--- src/rtl/spart_pkg.sv ---
// Shared SPART definitions: receiver state type, oversampling defaults and bus register map.
package spart_pkg;

    typedef enum logic [1:0] {
        IDLE  = 2'd0,
        START = 2'd1,
        DATA  = 2'd2,
        STOP  = 2'd3
    } rx_state_e;

    localparam int OVERSAMPLE_DEF = 16;
    localparam int MID_TICK_DEF   = 8;

    localparam logic [1:0] ADDR_DATA   = 2'b00;
    localparam logic [1:0] ADDR_STATUS = 2'b01;
    localparam logic [1:0] ADDR_DBL    = 2'b10;
    localparam logic [1:0] ADDR_DBH    = 2'b11;

endpackage

--- src/rtl/spart_rx_sync.sv ---
// Two-flop synchronizer for the serial line plus a 1->0 edge detector on the synchronized value.
module rx_sync (
    input  logic clk,
    input  logic rst,
    input  logic rxd,
    output logic rxs,
    output logic fall
);

    logic s1, s2, s3;

    // All stages reset to the idle-high line level so reset never fakes a start edge.
    always_ff @(posedge clk or negedge rst) begin
        if (!rst) begin
            s1 <= 1'b1;
            s2 <= 1'b1;
            s3 <= 1'b1;
        end else begin
            s1 <= rxd;
            s2 <= s1;
            s3 <= s2;
        end
    end

    assign rxs  = s2;
    assign fall = s3 & ~s2;

endmodule

--- src/rtl/spart_rx.sv ---
// SPART receiver: oversampled 8N1 deframer with data-available, framing-error and overrun flags.
// Handshake: a data read is the single cycle with ioaddr==ADDR_DATA and iorw=1; it clears rda/oe on the next edge.
module spart_rx
    import spart_pkg::*;
#(
    parameter int OVERSAMPLE = OVERSAMPLE_DEF,
    parameter int MID_TICK   = MID_TICK_DEF
) (
    input  logic       clk,
    input  logic       rst,
    input  logic       enable,
    input  logic       rxd,
    input  logic [1:0] ioaddr,
    input  logic       iorw,
    output logic [7:0] rx_data,
    output logic       rda,
    output logic       ferr,
    output logic       oe,
    output rx_state_e  dbg_state
);

    localparam logic [3:0] LAST_TICK = 4'(OVERSAMPLE - 1);
    localparam logic [3:0] MID_LAST  = 4'(MID_TICK - 1);

    rx_state_e  state, next_state;
    logic [3:0] tick_cnt;
    logic [2:0] bit_cnt;
    logic [7:0] shreg;
    logic       rxs, fall, rd;
    logic       sample, stop_ok, stop_err;
    logic       done_ok, done_err;

    rx_sync u_sync (
        .clk  (clk),
        .rst  (rst),
        .rxd  (rxd),
        .rxs  (rxs),
        .fall (fall)
    );

    assign rd        = (ioaddr == ADDR_DATA) && iorw;
    assign dbg_state = state;

    always_ff @(posedge clk or negedge rst) begin
        if (!rst) state <= IDLE;
        else      state <= next_state;
    end

    always_comb begin
        next_state = state;
        case (state)
            IDLE:  if (fall) next_state = START;
            START: if (enable && tick_cnt == MID_LAST) next_state = rxs ? IDLE : DATA;
            DATA:  if (enable && tick_cnt == LAST_TICK && bit_cnt == 3'd7) next_state = STOP;
            STOP:  if (enable && tick_cnt == LAST_TICK) next_state = IDLE;
            default: next_state = IDLE;
        endcase
    end

    always_comb begin
        sample   = 1'b0;
        stop_ok  = 1'b0;
        stop_err = 1'b0;
        case (state)
            DATA: sample = enable && (tick_cnt == LAST_TICK);
            STOP: begin
                stop_ok  = enable && (tick_cnt == LAST_TICK) && rxs;
                stop_err = enable && (tick_cnt == LAST_TICK) && !rxs;
            end
            default: ;
        endcase
    end

    // Counters restart on every state change and otherwise only move on enable ticks.
    always_ff @(posedge clk or negedge rst) begin
        if (!rst) begin
            tick_cnt <= 4'd0;
            bit_cnt  <= 3'd0;
            shreg    <= 8'h00;
            done_ok  <= 1'b0;
            done_err <= 1'b0;
        end else begin
            done_ok  <= stop_ok;
            done_err <= stop_err;
            if (sample) shreg <= {rxs, shreg[7:1]};
            if (state != next_state) begin
                tick_cnt <= 4'd0;
                bit_cnt  <= 3'd0;
            end else if (enable && state != IDLE) begin
                if (sample) begin
                    tick_cnt <= 4'd0;
                    bit_cnt  <= bit_cnt + 3'd1;
                end else begin
                    tick_cnt <= tick_cnt + 4'd1;
                end
            end
        end
    end

    // Flags follow the stop-bit decision by one clock; a completing byte beats a coincident read.
    always_ff @(posedge clk or negedge rst) begin
        if (!rst) begin
            rx_data <= 8'h00;
            rda     <= 1'b0;
            ferr    <= 1'b0;
            oe      <= 1'b0;
        end else if (done_ok) begin
            rx_data <= shreg;
            rda     <= 1'b1;
            ferr    <= 1'b0;
            oe      <= rd ? 1'b0 : (oe | rda);
        end else if (done_err) begin
            ferr <= 1'b1;
            if (rd) begin
                rda <= 1'b0;
                oe  <= 1'b0;
            end
        end else if (rd) begin
            rda <= 1'b0;
            oe  <= 1'b0;
        end
    end

endmodule

--- config.mk ---
export PLATFORM = sky130hd
export DESIGN_NAME = spart_rx
export DESIGN_NICKNAME = d
export VERILOG_FILES = /design/src/rtl/spart_pkg.sv /design/src/rtl/spart_rx_sync.sv /design/src/rtl/spart_rx.sv
export SDC_FILE = /design/constraint.sdc
export NUM_CORES = 1
export LEC_CHECK = 0
export CAP_MARGIN = 30
export CELL_PAD_IN_SITES_DETAIL_PLACEMENT = 0
export CELL_PAD_IN_SITES_GLOBAL_PLACEMENT = 2
export CORE_ASPECT_RATIO = 1.2
export CORE_MARGIN = 2
export CORE_UTILIZATION = 38
export CTS_BUF_LIST = sky130_fd_sc_hd__clkbuf_8
export CTS_CLUSTER_DIAMETER = 120
export DETAILED_ROUTE_END_ITERATION = 12
export GPL_TIMING_DRIVEN = 0
export PLACE_DENSITY = 0.87
export SYNTH_ARGS = -nofsm -noshare
export SYNTH_HDL_FRONTEND = slang
export SYNTH_HIERARCHICAL = 1
export SYNTH_SLANG_ARGS = --single-unit
export TNS_END_PERCENT = 1
--- constraint.sdc ---
create_clock -name clk -period 1.9 [get_ports clk]
set_clock_uncertainty 0.1 [all_clocks]
set_input_delay 0.19 -clock clk [delete_from_list [all_inputs] [get_ports clk]]
set_output_delay 0.19 -clock clk [all_outputs]
set_load 0.01 [all_outputs]
Word-level counts from Yosys, hierarchy flattened
Cells that the tools add are included.
{ "op_classes": {"muxes": 21, "reduce_logical": 16, "n_addsub": 2, "bitwise_logic": 3, "eq_ne": 7} }
{ "op_table": {"columns": ["cell", "count"], "rows": [
  ["2-to-1 mux 4 bit", 3],
  ["2-to-1 mux 2 bit", 5],
  ["nonzero test 2 bit", 5],
  ["2-to-1 mux 1 bit", 9],
  ["2-to-1 mux 3 bit", 3],
  ["case mux 2 bit (4 select lines)", 1],
  ["logical AND 1 bit", 7],
  ["adder 4 x 1 -> 4 bit (second input constant)", 1],
  ["equality test 2 bit (second input constant)", 2],
  ["equality test 4 x 3 -> 1 bit (second input constant)", 1],
  ["equality test 4 bit (second input constant)", 1],
  ["logical NOT 2 bit", 2],
  ["adder 3 x 1 -> 3 bit (second input constant)", 1],
  ["equality test 3 bit (second input constant)", 1],
  ["equality test 2 x 1 -> 1 bit (second input constant)", 1],
  ["!= test 2 bit", 1],
  ["AND reduction 2 bit", 1],
  ["bitwise AND 1 bit", 1],
  ["logical NOT 1 bit", 1],
  ["inverter 1 bit", 1],
  ["OR 1 bit", 1]
]} }
{ "totals": {"out_inout_bits": 13, "ff_bits": 33, "input_bits": 7, "elab_cells": 62} }

Longest topological paths before layout
{ "logic_depth": {"word_depth": 8, "ltp_mapped": 5, "mapped_depth_nobuf": 5} }

Hierarchy
Netlist, hierarchy kept.
{ "by_module_without_submodules": {"columns": ["module", "cells_each", "n_inst", "seq_area_each_um2", "area_each_um2"], "rows": [
  ["spart_rx", 107, 1, 750.7, 1366.3],
  ["rx_sync", 4, 1, 78.8, 92.6]
]} }

Worst setup path before layout
Ideal clock, no wire load.
{ "synth_timing": {"kind": "reg2reg", "start": "register tick_cnt[0]", "end": "register shreg[0]", "path_stages_with_launch": 5, "setup_ns": 0.125, "path_slack_ns": 0.288, "synth_period_minus_slack_ns": 1.612, "path_buffers": 0, "arrival_time_ns": 1.387, "required_ns": 1.675, "path_cell_list": "dfrtp_1 > ha_1 > nand4_4 > nor2_4 > mux2_2"} }
{ "synth_between": {"elab_chain_cells": 3} }
{ "synth_rtl": {"columns": ["element", "line_no", "rtl"], "rows": [
  ["start: declaration", "spart_rx.sv:26", "logic [3:0] tick_cnt;"],
  ["start signal: assignment", "spart_rx.sv:94", "tick_cnt <= tick_cnt + 4'd1;"],
  ["equality test 4 bit", "spart_rx.sv:65", "DATA: sample = enable && (tick_cnt == LAST_TICK);"],
  ["logical AND 1 bit", "spart_rx.sv:65", null],
  ["2-to-1 mux 1 bit", "spart_rx.sv:64", "case (state)"],
  ["end signal: assignment", "spart_rx.sv:85", "if (sample) shreg <= {rxs, shreg[7:1]};"],
  ["end: declaration", "spart_rx.sv:28", "logic [7:0] shreg;"]
]} }
No other way between the ends.
A chain may end at the register's enable or synchronous reset.

Worst setup path in the final report
Ends and elaborated chain as after synthesis.

==> results.py <==
metrics = {
    "status": {
        "status": "completed",
    },
    "finish": {
        "n_antenna_cell": 0,
        "final_cell_area_um2": 1840,
        "drive_above_1_share_pct": 28.8,
        "nets": 148,
        "syn2layout_area_growth_pct": 25.9,
        "fin_cells": 191,
    },
    "global_route": {
        "grt_remaining_overflow": 0,
        "first_global_vias": 916,
        "grt.total_usage_pct": 13.5,
        "antenna_found_initial": 0,
        "grt_pass1_wl_mm": 4.33,
        "grt_max_degree": 34,
    },
    "drt": {
        "drc": 0,
        "wl_mm": 2.49,
        "firstDrtPassIters": 4,
        "wl_per_cell_um": 13.0,
        "detail_route.vias_per_cell": 4.88,
        "drt_iter0_markers": 31,
        "drtAntennaViolNets": 0,
        "via_count": 932,
    },
    "sta": {
        "fmax_ghz": 0.565,
        "rsz0062_at_grt": "false",
        "setup_tns_ns": 0,
        "setup_ws_ns": 0.130,
        "period_minus_slack_ns": 1.77,
        "finalHoldViolations": 0,
        "worst_slew_pin_slew_ns": 0.714,
        "setup_violations": 0,
        "report.final.slew_viol_count": 0,
        "slew_headroom_pct": 52.4,
        "post-route-period-util_pct": 93.2,
    },
    "placed_design": {
        "place_inst": 182,
        "port_buffers": 19,
        "gp_congestion": 0.743,
        "placed_area_um2": 1710,
        "hpwl_mm": 1.79,
        "pre_cts_ws_ns": -0.00419,
    },
    "worst_setup_path": {
        "crit_slowest_cell": "dfrtp_1",
        "crit_buf_inv": 0,
        "crit_required_ns": 1.96,
        "start_kind": "flip-flop",
        "cp_top_family": "simple AND/OR/NAND/NOR gates",
        "critPathMaxStageDelay_ns": 0.44,
        "cp_data_arrival_time_ns": 1.83,
        "cp-end-kind": "flip-flop",
        "crit_chain": "ha_2 -> nand4_4 -> nor2_4 -> mux2_2",
        "critPathKind": "reg -> reg",
        "cp_max_fo": 8,
    },
    "clock_tree": {
        "cts_tree": "yes",
        "clk_latency_ns": 0.28,
        "post-cts-setup-buffers": 0,
        "clockBufferDepth": 2,
        "cts_root_buffer": "clkbuf_8",
        "cts_max_level": 2,
        "clkSinkCount": 33,
        "clk_pin_slew_ns": 0.07,
        "numCtsBuffers": 5,
    },
    "synthesis": {
        "postSynthRegisterBits": 33,
        "syn_nets": 121,
        "synthesis.area_um2": 1460,
        "synth_cell_type_count": 35,
        "ys.flop_type": "dfrtp_1",
        "yosysWarnings": 6,
        "synth_edf_count": 0,
        "synth_cells": 111,
        "avgSynthCellArea_um2": 13.1,
        "ys_seq_area_share_pct": 56.9,
        "synthArstFlopShare_pct": 100,
    },
    "floorplan": {
        "core_area_um2": 3660,
        "die_width_um": 60.6,
        "io_pins": 20,
        "die_area_um2": 4350,
        "start_util_pct": 39.8,
        "num_rows": 24,
        "die_y_um": 71.9,
    },
    "pwr": {
        "p_leak_nw": 0.838,
        "p_per_area_nw_per_um2": 1070,
        "peakVddDrop_uv": 654,
    },
    "worst_hold_path": {
        "hold_path_class": "in -> reg",
    },
    "run": {
        "drv_cap": 0,
    },
}
==> cell usage after synthesis (all sizes together) (2+ instances only) <==
cell type / n / area [µm²]
nor2b: 5 / 38.8
nor2: 4 / 22.5
nand2b: 2 / 12.5
buf: 2 / 10.0
clkbuf: 2 / 8.75
dfstp: 3 / 78.8
a21oi: 5 / 25.0
mux2: 17 / 191
nand2: 2 / 7.51
mux2i: 4 / 40.0
dfrtp: 30 / 751
o21ai: 6 / 30.0
and3: 2 / 12.5
a22oi: 3 / 27.5
ha: 3 / 37.5
nand3: 5 / 25.0
nor3: 2 / 10.0
==> worst paths after layout <==
path / slack [ns] / endpoint / start / depth (start not counted)
setup / recovery: 0.13 / shreg[0] / tick_cnt[0] / 4
hold / removal: 0.21 / u_sync/s1 / rxd / 1
setup reg to reg: 0.13 / shreg[0] / tick_cnt[0] / 4
hold reg to reg: 0.26 / u_sync/rxs / u_sync/s1 / 0
max in group asynchronous: 0.85 / rx_data[1] / rst / 2
min in group asynchronous: 0.39 / oe / rst / 2
==> state kept, by name, summed over array words and instances (netlist names) <==
| signal | flops |
|---|---|
| u_sync/s3 | 1 |
| bit_cnt | 3 |
| u_sync/rxs | 1 |
| rx_data | 8 |
| dbg_state | 2 |
| oe | 1 |
| shreg | 8 |
| ferr | 1 |
| rda | 1 |
| done_ok | 1 |
| done_err | 1 |
| u_sync/s1 | 1 |
| tick_cnt | 4 |
==> cells by family after synthesis <==
| logic type | share of synthesized area (%) |
|---|---|
| buffers and inverters | 1.29 |
| multiplexers | 15.9 |
| XOR/XNOR | 0.600 |
| adder cells (fa/ha/maj) | 2.57 |
| flip-flops | 56.9 |
| AND/OR/NAND/NOR | 13.6 |
| AO/OA/AOI/OAI | 9.26 |
==> layout make-up <==
class                   instances  area, µm²
well taps                      52       65.1
clock buffers                   5       68.8
fillers                       345       1830
clock inverters                 3       46.3
plain buffers                   4       18.8
flip-flops and latches         33        830
repair buffers                 20        195
multi-input cells              74        613
==> repair_timing <==
action | 4_1_cts | 5_1_grt
endpoints found under the setup margin | 0 | 6
hold buffers | 1 | 0
hold endpoints to repair | 30 | 0
gates resized for setup | 0 | 1
==> power by group <==
group	internal (mW)	leakage [nW]	switching (mW)	total, mW
registers	0.773	0.438	0.107	0.880
clock network	0.392	0.0543	0.263	0.656
logic	0.206	0.346	0.225	0.431
total	1.37	0.838	0.595	1.97
==> stage by stage <==
step | hold WS (ns) | total power [mW] | utilization (%)
2_1_floorplan | -0.206 | 1.16 | -
3_3_place_gp | 0.246 | 1.30 | 46.8
3_5_place_dp | 0.192 | 1.31 | 46.7
4_1_cts | 0.199 | 1.98 | 50.1
5_1_grt | 0.195 | 2.08 | 50.1
6_report | 0.206 | 1.97 | 50.1
==> layer usage <==
| layer | part of all wire, % | global-route usage (%) | up-vias |
|---|---|---|---|
| li1 | - | - | 458 |
| met1 | 46 | 17.5 | 443 |
| met2 | 47 | 20.5 | 26 |
| met3 | 5.1 | 4.87 | 5 |
| met4 | 1.8 | 5.07 | 0 |
| met5 | 0 | 0 | - |
==> cells in the final DEF (no fill, tap or decap), types with 2 or more instances in the layout <==
master	n
mux2i_1	4
o21ai_0	6
nor3_1	2
a22oi_1	2
nand2_1	2
mux2_2	17
dfstp_2	3
nand3_1	5
and3_1	2
nor2_1	3
nand2b_1	2
nor2b_1	4
ha_1	2
buf_2	3
clkbuf_8	5
a21oi_1	5
clkdlybuf4s50_1	18
dfrtp_1	30
(Power assumes the default switching activity.)
